File: src/rtl/muc_seq.sv
`default_nettype none
// ============================================================================
// Module      : muc_seq
// Description : Sequential sign-magnitude multiplier (iterative shift-add).
//               WIDTH-bit magnitudes with separate sign bits. Each operation
//               is framed by start / busy / done. A runtime approximate mode
//               clears the low TRUNC columns of every partial product.
//
//               Build option: define MUC_SEQ_EARLY_TERM_EN to leave RUN as
//               soon as the remaining multiplier bits are all zero. Results
//               are unchanged; only latency shrinks.
//
// Ports       : clk        - clock, rising edge
//               rst        - synchronous active-high reset
//               start      - request, sampled only in IDLE
//               a, b       - multiplicand / multiplier magnitudes
//               asign      - sign of a (1 = negative)
//               bsign      - sign of b (1 = negative)
//               approx_en  - approximate mode, sampled with start
//               busy       - high while an operation runs
//               done       - one-cycle pulse, p and sign valid
//               p          - product magnitude (2*WIDTH bits)
//               sign       - product sign (never set for a zero product)
//
// Revision    : 1.0 - initial release
// ============================================================================
module muc_seq #(
    parameter int WIDTH = 8,
    parameter int TRUNC = 4
) (
    input  logic                 clk,
    input  logic                 rst,
    input  logic                 start,
    input  logic [WIDTH-1:0]     a,
    input  logic [WIDTH-1:0]     b,
    input  logic                 asign,
    input  logic                 bsign,
    input  logic                 approx_en,
    output logic                 busy,
    output logic                 done,
    output logic [2*WIDTH-1:0]   p,
    output logic                 sign
);

    // Counter must be able to hold the value WIDTH itself.
    localparam int CW = $clog2(WIDTH + 1);

    localparam logic [CW-1:0]      c_cnt_last = CW'(WIDTH);
    localparam logic [CW-1:0]      c_cnt_one  = CW'(1);
    localparam logic [2*WIDTH-1:0] c_one      = {{(2*WIDTH-1){1'b0}}, 1'b1};
    // All ones except the low TRUNC columns; TRUNC=0 yields all ones.
    localparam logic [2*WIDTH-1:0] c_trunc_mask = ~((c_one << TRUNC) - c_one);

    typedef enum logic [1:0] {
        S_IDLE = 2'd0,
        S_RUN  = 2'd1,
        S_DONE = 2'd2
    } state_t;

    state_t                r_state;
    state_t                w_state_next;

    logic [2*WIDTH-1:0]    r_a_shift;
    logic [WIDTH-1:0]      r_b_shift;
    logic [2*WIDTH-1:0]    r_acc;
    logic [CW-1:0]         r_cnt;
    logic                  r_asign;
    logic                  r_bsign;
    logic                  r_approx;
    logic [2*WIDTH-1:0]    r_p;
    logic                  r_sign;

    logic [2*WIDTH-1:0]    w_mask;
    logic [2*WIDTH-1:0]    w_pp;
    logic                  w_run_end;

    assign w_mask = r_approx ? c_trunc_mask : {(2*WIDTH){1'b1}};
    assign w_pp   = r_b_shift[0] ? (r_a_shift & w_mask) : '0;

    // w_run_end is evaluated at the start of a RUN cycle: when true, this
    // cycle performs no iteration and the next edge publishes the result.
`ifdef MUC_SEQ_EARLY_TERM_EN
    // The cnt != 0 term guarantees at least one iteration, so b=0 still
    // takes a single iteration before finishing.
    assign w_run_end = (r_cnt == c_cnt_last) ||
                       ((r_cnt != '0) && (r_b_shift == '0));
`else
    assign w_run_end = (r_cnt == c_cnt_last);
`endif

    // ------------------------------------------------------------------
    // State register
    // ------------------------------------------------------------------
    always_ff @(posedge clk) begin
        if (rst) begin
            r_state <= S_IDLE;
        end else begin
            r_state <= w_state_next;
        end
    end

    // ------------------------------------------------------------------
    // Next-state logic
    // ------------------------------------------------------------------
    always_comb begin
        w_state_next = r_state;
        case (r_state)
            S_IDLE: begin
                if (start) begin
                    w_state_next = S_RUN;
                end
            end
            S_RUN: begin
                if (w_run_end) begin
                    w_state_next = S_DONE;
                end
            end
            S_DONE: begin
                w_state_next = S_IDLE;
            end
            default: begin
                w_state_next = S_IDLE;
            end
        endcase
    end

    // ------------------------------------------------------------------
    // Datapath
    // ------------------------------------------------------------------
    always_ff @(posedge clk) begin
        if (rst) begin
            r_a_shift <= '0;
            r_b_shift <= '0;
            r_acc     <= '0;
            r_cnt     <= '0;
            r_asign   <= 1'b0;
            r_bsign   <= 1'b0;
            r_approx  <= 1'b0;
            r_p       <= '0;
            r_sign    <= 1'b0;
        end else begin
            case (r_state)
                S_IDLE: begin
                    if (start) begin
                        r_a_shift <= {{WIDTH{1'b0}}, a};
                        r_b_shift <= b;
                        r_acc     <= '0;
                        r_cnt     <= '0;
                        r_asign   <= asign;
                        r_bsign   <= bsign;
                        r_approx  <= approx_en;
                    end
                end
                S_RUN: begin
                    if (w_run_end) begin
                        // Result registers change only on the edge into DONE
                        // and otherwise hold across later operations.
                        r_p    <= r_acc;
                        r_sign <= (r_asign ^ r_bsign) && (r_acc != '0);
                    end else begin
                        r_acc     <= r_acc + w_pp;
                        r_a_shift <= r_a_shift << 1;
                        r_b_shift <= r_b_shift >> 1;
                        r_cnt     <= r_cnt + c_cnt_one;
                    end
                end
                default: begin
                end
            endcase
        end
    end

    assign busy = (r_state == S_RUN);
    assign done = (r_state == S_DONE);
    assign p    = r_p;
    assign sign = r_sign;

endmodule
`default_nettype wire

File: config.mk
export PLATFORM = sky130hd
export DESIGN_NAME = muc_seq
export DESIGN_NICKNAME = d
export VERILOG_FILES = /design/src/rtl/muc_seq.sv
export SDC_FILE = /design/constraint.sdc
export NUM_CORES = 1
export LEC_CHECK = 0
export BUFFER_PORTS_ARGS = -buffer_cell sky130_fd_sc_hd__clkbuf_2
export CAP_MARGIN = 5
export CORE_MARGIN = 4
export CORE_UTILIZATION = 30
export CTS_CLUSTER_DIAMETER = 30
export DETAILED_ROUTE_END_ITERATION = 10
export PLACE_DENSITY = 0.57
export SYNTH_ARGS = -nofsm -noshare
export SYNTH_HDL_FRONTEND = slang
export SYNTH_SLANG_ARGS = --single-unit
File: constraint.sdc
create_clock -name clk -period 3.25 [get_ports clk]
set_clock_uncertainty 0.05 [all_clocks]
set_input_delay 0.975 -clock clk [delete_from_list [all_inputs] [get_ports clk]]
set_output_delay 0.975 -clock clk [all_outputs]
set_load 0.1 [all_outputs]
==> results.py, run 1 <==
metrics = {
    "worst_hold_path": {
        "hold_path_end": "p[13]$_SDFFE_PP0P_",
        "worstHoldStart": "p[13]$_SDFFE_PP0P_",
        "whs_path_depth": 2,
        "hold_path_class": "reg -> reg",
    },
    "critical_path": {
        "cp-end-kind": "register",
        "start_kind": "register",
        "path_max_fanout": 14,
        "cp.required_ps": 3430,
        "arrival_ps": 2950,
        "rrSetupSlack_ps": 480,
        "r2r-end": "r_acc[10]$_SDFFE_PP0P_",
        "reg2reg_depth": 11,
        "r2r_start": "r_b_shift[0]$_SDFFE_PP0P_",
        "path_class": "reg -> reg",
    },
    "final_layout": {
        "area.growth.synth_to_final_pct": 16.1,
        "drive_gt1_frac": 0.156,
        "n_fill_cell": 1137,
        "final_cells": 595,
        "nets": 490,
        "n_antenna_cell": 0,
        "post-route-util": 0.355,
    },
    "logic_synthesis": {
        "netlist_area_um2": 3300,
        "ys_seq_elements": 66,
        "synth-edff-count": 0,
        "async_flop_share": 0,
        "synth_area_leaders": "dfxtp_1 40%, nand2_1 10%, a21oi_1 8.3%",
        "avgSynthCellArea_um2": 7.97,
        "ys_warn_count": 0,
        "synth_top_area_share": 0.400,
        "ys_types": 47,
        "synth_cells": 414,
        "synth-main-ff-cell": "dfxtp_1",
        "synth_top_area_cell": "dfxtp_1",
        "ys_seq_area_frac": 0.400,
        "syn-num-nets": 454,
    },
    "clocking": {
        "hold_buffers": 0,
        "numClockSinks": 66,
        "cts_tree": "done",
        "clk_pin_slew_worst_paths_ps": 70,
        "cts_buffer_depth": 2,
        "cts_buffers": 9,
        "root_buffer": "clkbuf_8",
        "clk_latency_ps": 340,
        "postCtsSetupBuffers": 0,
        "ctsResizeCount": 0,
        "cts-htree-levels": 3,
    },
    "floorplanning": {
        "core_area_um2": 10800,
        "rows": 38,
        "start_util": 0.306,
        "dieArea_um2": 12700,
        "fp.dieH_um": 113,
        "pin_count": 41,
        "die_w_um": 113,
    },
    "status": {
        "status": "complete, no violations",
    },
    "routing": {
        "ant_nets": 0,
        "vias": 2949,
        "via_per_inst": 4.96,
        "route.detailed.wl_per_inst_um": 14.1,
        "wl_mm": 8.38,
        "drt_pass1_iterations": 4,
        "first_iter_violations": 117,
        "drc": 0,
    },
    "run": {
        "drv_cap": 0,
    },
    "grt": {
        "grt_max_degree": 29,
        "antenna_found_initial": 0,
        "grt_pass1_wl_mm": 14.3,
        "grt_pass1_vias": 2911,
        "grt_overflow": 0,
        "grt_use_total": 0.138,
    },
    "sta": {
        "hold_ws_ps": 405,
        "slew_viol_final": 0,
        "period_needed_ps": 2770,
        "setup_slack_ps": 478,
        "rsz0062_at_grt": "no",
        "setup_violations": 0,
        "tightestPinTransition_ps": 985,
        "finalHoldViolCount": 0,
        "fin_setup_tns_ps": 0,
        "finalCritPeriodShare": 0.853,
        "max-slew-margin-rel": 0.341,
        "fmax_mhz": 361,
    },
    "placement": {
        "dp_hpwl_mm": 6.21,
        "numPortBuffers": 40,
        "dp_cells": 579,
        "gp_congestion": 0.901,
        "place_ws_ps": 521,
    },
    "power": {
        "cellPowerDensity_nw_per_um2": 445,
        "peakVddDrop_v": 0.000166,
        "power.leakage_nw": 1.60,
    },
}
## worst max-delay path: stages, from the launching register on
cell,delay (ps)
dfxtp_1,530
nor2b_1,260
and2_1,170
ha_1,170
inv_1,60
fa_1,380
nor2b_1,210
o2111ai_1,200
nand3_1,150
a41oi_1,150
xnor2_1,150
a22o_1,180
## cell families after synthesis
group / share of synthesized area
and+or+nand+nor: 0.251
muxes: 0.00303
xor gates and xnor gates: 0.0398
AOI/OAI and AO/OA: 0.196
DFF: 0.400
buffers and inverters: 0.0398
adders and majority gates: 0.0705
## flip-flops by register name, indices dropped and copies added, names as in the netlist
register	flops
p	16
r_a_shift	16
r_acc	16
r_b_shift	8
r_cnt	4
r_state	2
r_approx	1
r_asign	1
r_bsign	1
sign	1
## cells in the mapped netlist, types with 5 or more instances
master	n
buf_2	6
nand2_1	91
nor3_1	7
xnor2_1	8
xor2_1	7
dfxtp_1	66
nor2_1	22
a31oi_1	5
a22o_1	7
inv_1	6
a21oi_1	55
a311oi_1	5
nand3_1	24
a22oi_1	9
ha_1	17
clkbuf_1	15
and2_1	15
## where the power goes
part	internal [mW]	total (mW)	switching [mW]	leakage [nW]
clock network	0.373	0.689	0.316	0.103
logic	0.0546	0.163	0.108	0.960
registers	0.832	0.853	0.0208	0.536
total	1.26	1.71	0.445	1.60
## metrics by stage
| stage | cell area [µm²] | power (mW) |
|---|---|---|
| floorplan | 3300 | 0.979 |
| global placement | 3640 | 1.03 |
| detailed placement | 3640 | 1.04 |
| CTS | 3830 | 1.73 |
| global route | 3830 | 1.79 |
| finish | 3830 | 1.71 |
## metal layers
metal	routed length [µm]	track usage	vias to the layer above
met3	526	0.0369	8
li1	-	-	1519
met4	87	0.0561	0
met5	0	0	-
met1	4150	0.189	1348
met2	3620	0.204	74
## placed cells by master, fill, tap and decap left out, types with 2 or more instances in the layout
master    instances
a21o_1            4
a21o_2            2
a21oi_1          55
a22o_1            7
a22oi_1           9
a311oi_1          5
a31oi_1           5
and2_1           15
and3_2            2
buf_4             9
clkbuf_2         40
clkbuf_8         10
clkinv_2          3
dfxtp_1          66
ha_1             17
inv_1             6
nand2_1          91
nand3_1          24
nand3b_1          2
nand4_1           4
nor2_1           22
nor2b_1           4
nor3_1            7
nor4_1            4
o21a_1            2
o21ai_0           3
xnor2_1           8
xor2_1            7
## worst max-delay path by stage
stage                                    startpoint                      to  depth (start not counted)
after detailed placement  r_b_shift[0]$_SDFFE_PP0P_  r_acc[10]$_SDFFE_PP0P_                         11
after global placement    r_b_shift[0]$_SDFFE_PP0P_  r_acc[14]$_SDFFE_PP0P_                         11
after global routing      r_b_shift[0]$_SDFFE_PP0P_  r_acc[10]$_SDFFE_PP0P_                         11
after CTS                   r_state[1]$_SDFFE_PP0P_                    busy                          3
after floorplan             r_state[1]$_SDFFE_PP0P_                    done                          1
final                     r_b_shift[0]$_SDFFE_PP0P_  r_acc[10]$_SDFFE_PP0P_                         11
## final cells by class
type                       count  area, µm²  share of cell area
clock buffer                  11        141              0.0369
clock inverter                 5       53.8              0.0140
inverter                       7       26.3             0.00685
multi-input combinational    317       1850               0.482
sequential                    66       1320               0.345
tap                          140        175              0.0457
timing repair buffer          49        268              0.0698
(Power assumes the default switching activity.)
==> run 2, diff against run 1 <==
--- a/config.mk
+++ b/config.mk
@@ -9,6 +9,7 @@
 export CAP_MARGIN = 5
 export CORE_MARGIN = 4
 export CORE_UTILIZATION = 30
+export CTS_BUF_LIST = sky130_fd_sc_hd__clkbuf_4 sky130_fd_sc_hd__clkbuf_8 sky130_fd_sc_hd__clkbuf_16
 export CTS_CLUSTER_DIAMETER = 30
 export DETAILED_ROUTE_END_ITERATION = 10
 export PLACE_DENSITY = 0.57
==> run 2 against run 1 <==
Fmax about the same. Final area is essentially flat. Non-clock buffer count stayed put. Power grew 0.38%. First-iteration DRC count increased by 36%.
==> results.py, run 2 (synthesis gave the netlist of run 1 again) <==
metrics = {
    "critical_path": {
        "reg2reg_depth": 11,
        "cp.required_ps": 3430,
        "start_kind": "register",
        "r2r-end": "r_acc[10]$_SDFFE_PP0P_",
        "r2r_start": "r_b_shift[0]$_SDFFE_PP0P_",
        "rrSetupSlack_ps": 480,
        "path_max_fanout": 14,
        "path_class": "reg -> reg",
        "arrival_ps": 2950,
        "cp-end-kind": "register",
    },
    "grt": {
        "antenna_found_initial": 0,
        "grt_pass1_wl_mm": 14.4,
        "grt_max_degree": 29,
        "grt_pass1_vias": 2906,
        "grt_overflow": 0,
        "grt_use_total": 0.138,
    },
    "routing": {
        "ant_nets": 0,
        "wl_mm": 8.38,
        "first_iter_violations": 159,
        "route.detailed.wl_per_inst_um": 14.1,
        "via_per_inst": 4.93,
        "drc": 0,
        "drt_pass1_iterations": 4,
        "vias": 2932,
    },
    "sta": {
        "finalHoldViolCount": 0,
        "slew_viol_final": 0,
        "fmax_mhz": 361,
        "setup_slack_ps": 480,
        "finalCritPeriodShare": 0.852,
        "tightestPinTransition_ps": 987,
        "max-slew-margin-rel": 0.339,
        "fin_setup_tns_ps": 0,
        "rsz0062_at_grt": "no",
        "period_needed_ps": 2770,
        "setup_violations": 0,
    },
    "clocking": {
        "cts_tree": "done",
        "hold_buffers": 0,
        "ctsResizeCount": 0,
        "cts-htree-levels": 3,
        "postCtsSetupBuffers": 0,
        "cts_buffers": 9,
        "numClockSinks": 66,
        "clk_pin_slew_worst_paths_ps": 70,
        "root_buffer": "clkbuf_8",
        "cts_buffer_depth": 2,
        "clk_latency_ps": 340,
    },
    "final_layout": {
        "drive_gt1_frac": 0.158,
        "final_common_cell": "nand2_1",
        "n_fill_cell": 1136,
        "final_cells": 595,
        "n_antenna_cell": 0,
        "final_cell_mix": "91 x nand2_1, 66 x dfxtp_1, 55 x a21oi_1",
        "nets": 490,
        "final_area_um2": 3840,
        "area.growth.synth_to_final_pct": 16.3,
    },
    "power": {
        "peakVddDrop_v": 0.000165,
        "power_mw": 1.71,
        "cellPowerDensity_nw_per_um2": 446,
        "power.leakage_nw": 1.60,
    },
    "placement": {
        "numPortBuffers": 40,
        "postPlaceCellArea_um2": 3640,
        "gp_congestion": 0.901,
        "dp_cells": 579,
        "place_ws_ps": 521,
        "dp_hpwl_mm": 6.21,
    },
    "floorplanning": {
        "dieArea_um2": 12700,
        "fp.dieH_um": 113,
        "rows": 38,
        "pin_count": 41,
        "core_area_um2": 10800,
        "start_util": 0.306,
        "die_w_um": 113,
    },
    "worst_hold_path": {
        "worstHoldStart": "p[13]$_SDFFE_PP0P_",
        "hold_path_end": "p[13]$_SDFFE_PP0P_",
        "whs_path_depth": 2,
        "hold_path_class": "reg -> reg",
    },
    "status": {
        "status": "complete, no violations",
    },
    "run": {
        "drv_cap": 0,
    },
}
-- run 2: cell count changes in the layout (fill, tap and decap cells not counted) --
cell and delta:
clkbuf_1 -1, clkbuf_4 +1
-- run 2: per-layer routing --
metal,track usage,wire length (µm)
met1,0.189,4130
met4,0.0561,104
met2,0.204,3650
met3,0.0374,483
met5,0,0
-- run 2: layout make-up --
class | instances | area, µm² | share of cell area
flip-flops and latches | 66 | 1320 | 0.344
multi-input cells | 317 | 1850 | 0.482
well taps | 140 | 175 | 0.0456
clock inverters | 5 | 53.8 | 0.0140
repair buffers | 49 | 268 | 0.0698
inverters | 7 | 26.3 | 0.00685
clock buffers | 11 | 145 | 0.0378
-- run 2: through the flow --
stage                util  hold slack (ps)
detailed placement  0.337              399
floorplan               -              387
global placement    0.337              396
global route        0.356              425
CTS                 0.356              409
finish              0.356              406
-- run 2: how the worst max path moves through the flow --
stage / endpoint / slack, ps / depth (start not counted) / startpoint
6_report: r_acc[10]$_SDFFE_PP0P_ / 480 / 11 / r_b_shift[0]$_SDFFE_PP0P_
5_1_grt: r_acc[10]$_SDFFE_PP0P_ / 220 / 11 / r_b_shift[0]$_SDFFE_PP0P_
4_1_cts: busy / 460 / 3 / r_state[1]$_SDFFE_PP0P_
3_5_place_dp: r_acc[10]$_SDFFE_PP0P_ / 520 / 11 / r_b_shift[0]$_SDFFE_PP0P_
3_3_place_gp: r_acc[14]$_SDFFE_PP0P_ / 640 / 11 / r_b_shift[0]$_SDFFE_PP0P_
2_1_floorplan: done / 550 / 1 / r_state[1]$_SDFFE_PP0P_
-- run 2: critical path, cell delays in order, from the launching register on --
cell and delay, ps:
dfxtp_1 530, nor2b_1 260, and2_1 170, ha_1 170, inv_1 60, fa_1 380, nor2b_1 210, o2111ai_1 200
nand3_1 150, a41oi_1 150, xnor2_1 150, a22o_1 180
-- run 2: where the power goes --
group / total [mW] / internal [mW] / switching (mW)
Clock: 0.696 / 0.381 / 0.315
Sequential: 0.853 / 0.832 / 0.0206
Combinational: 0.163 / 0.0546 / 0.108
Total: 1.71 / 1.27 / 0.444
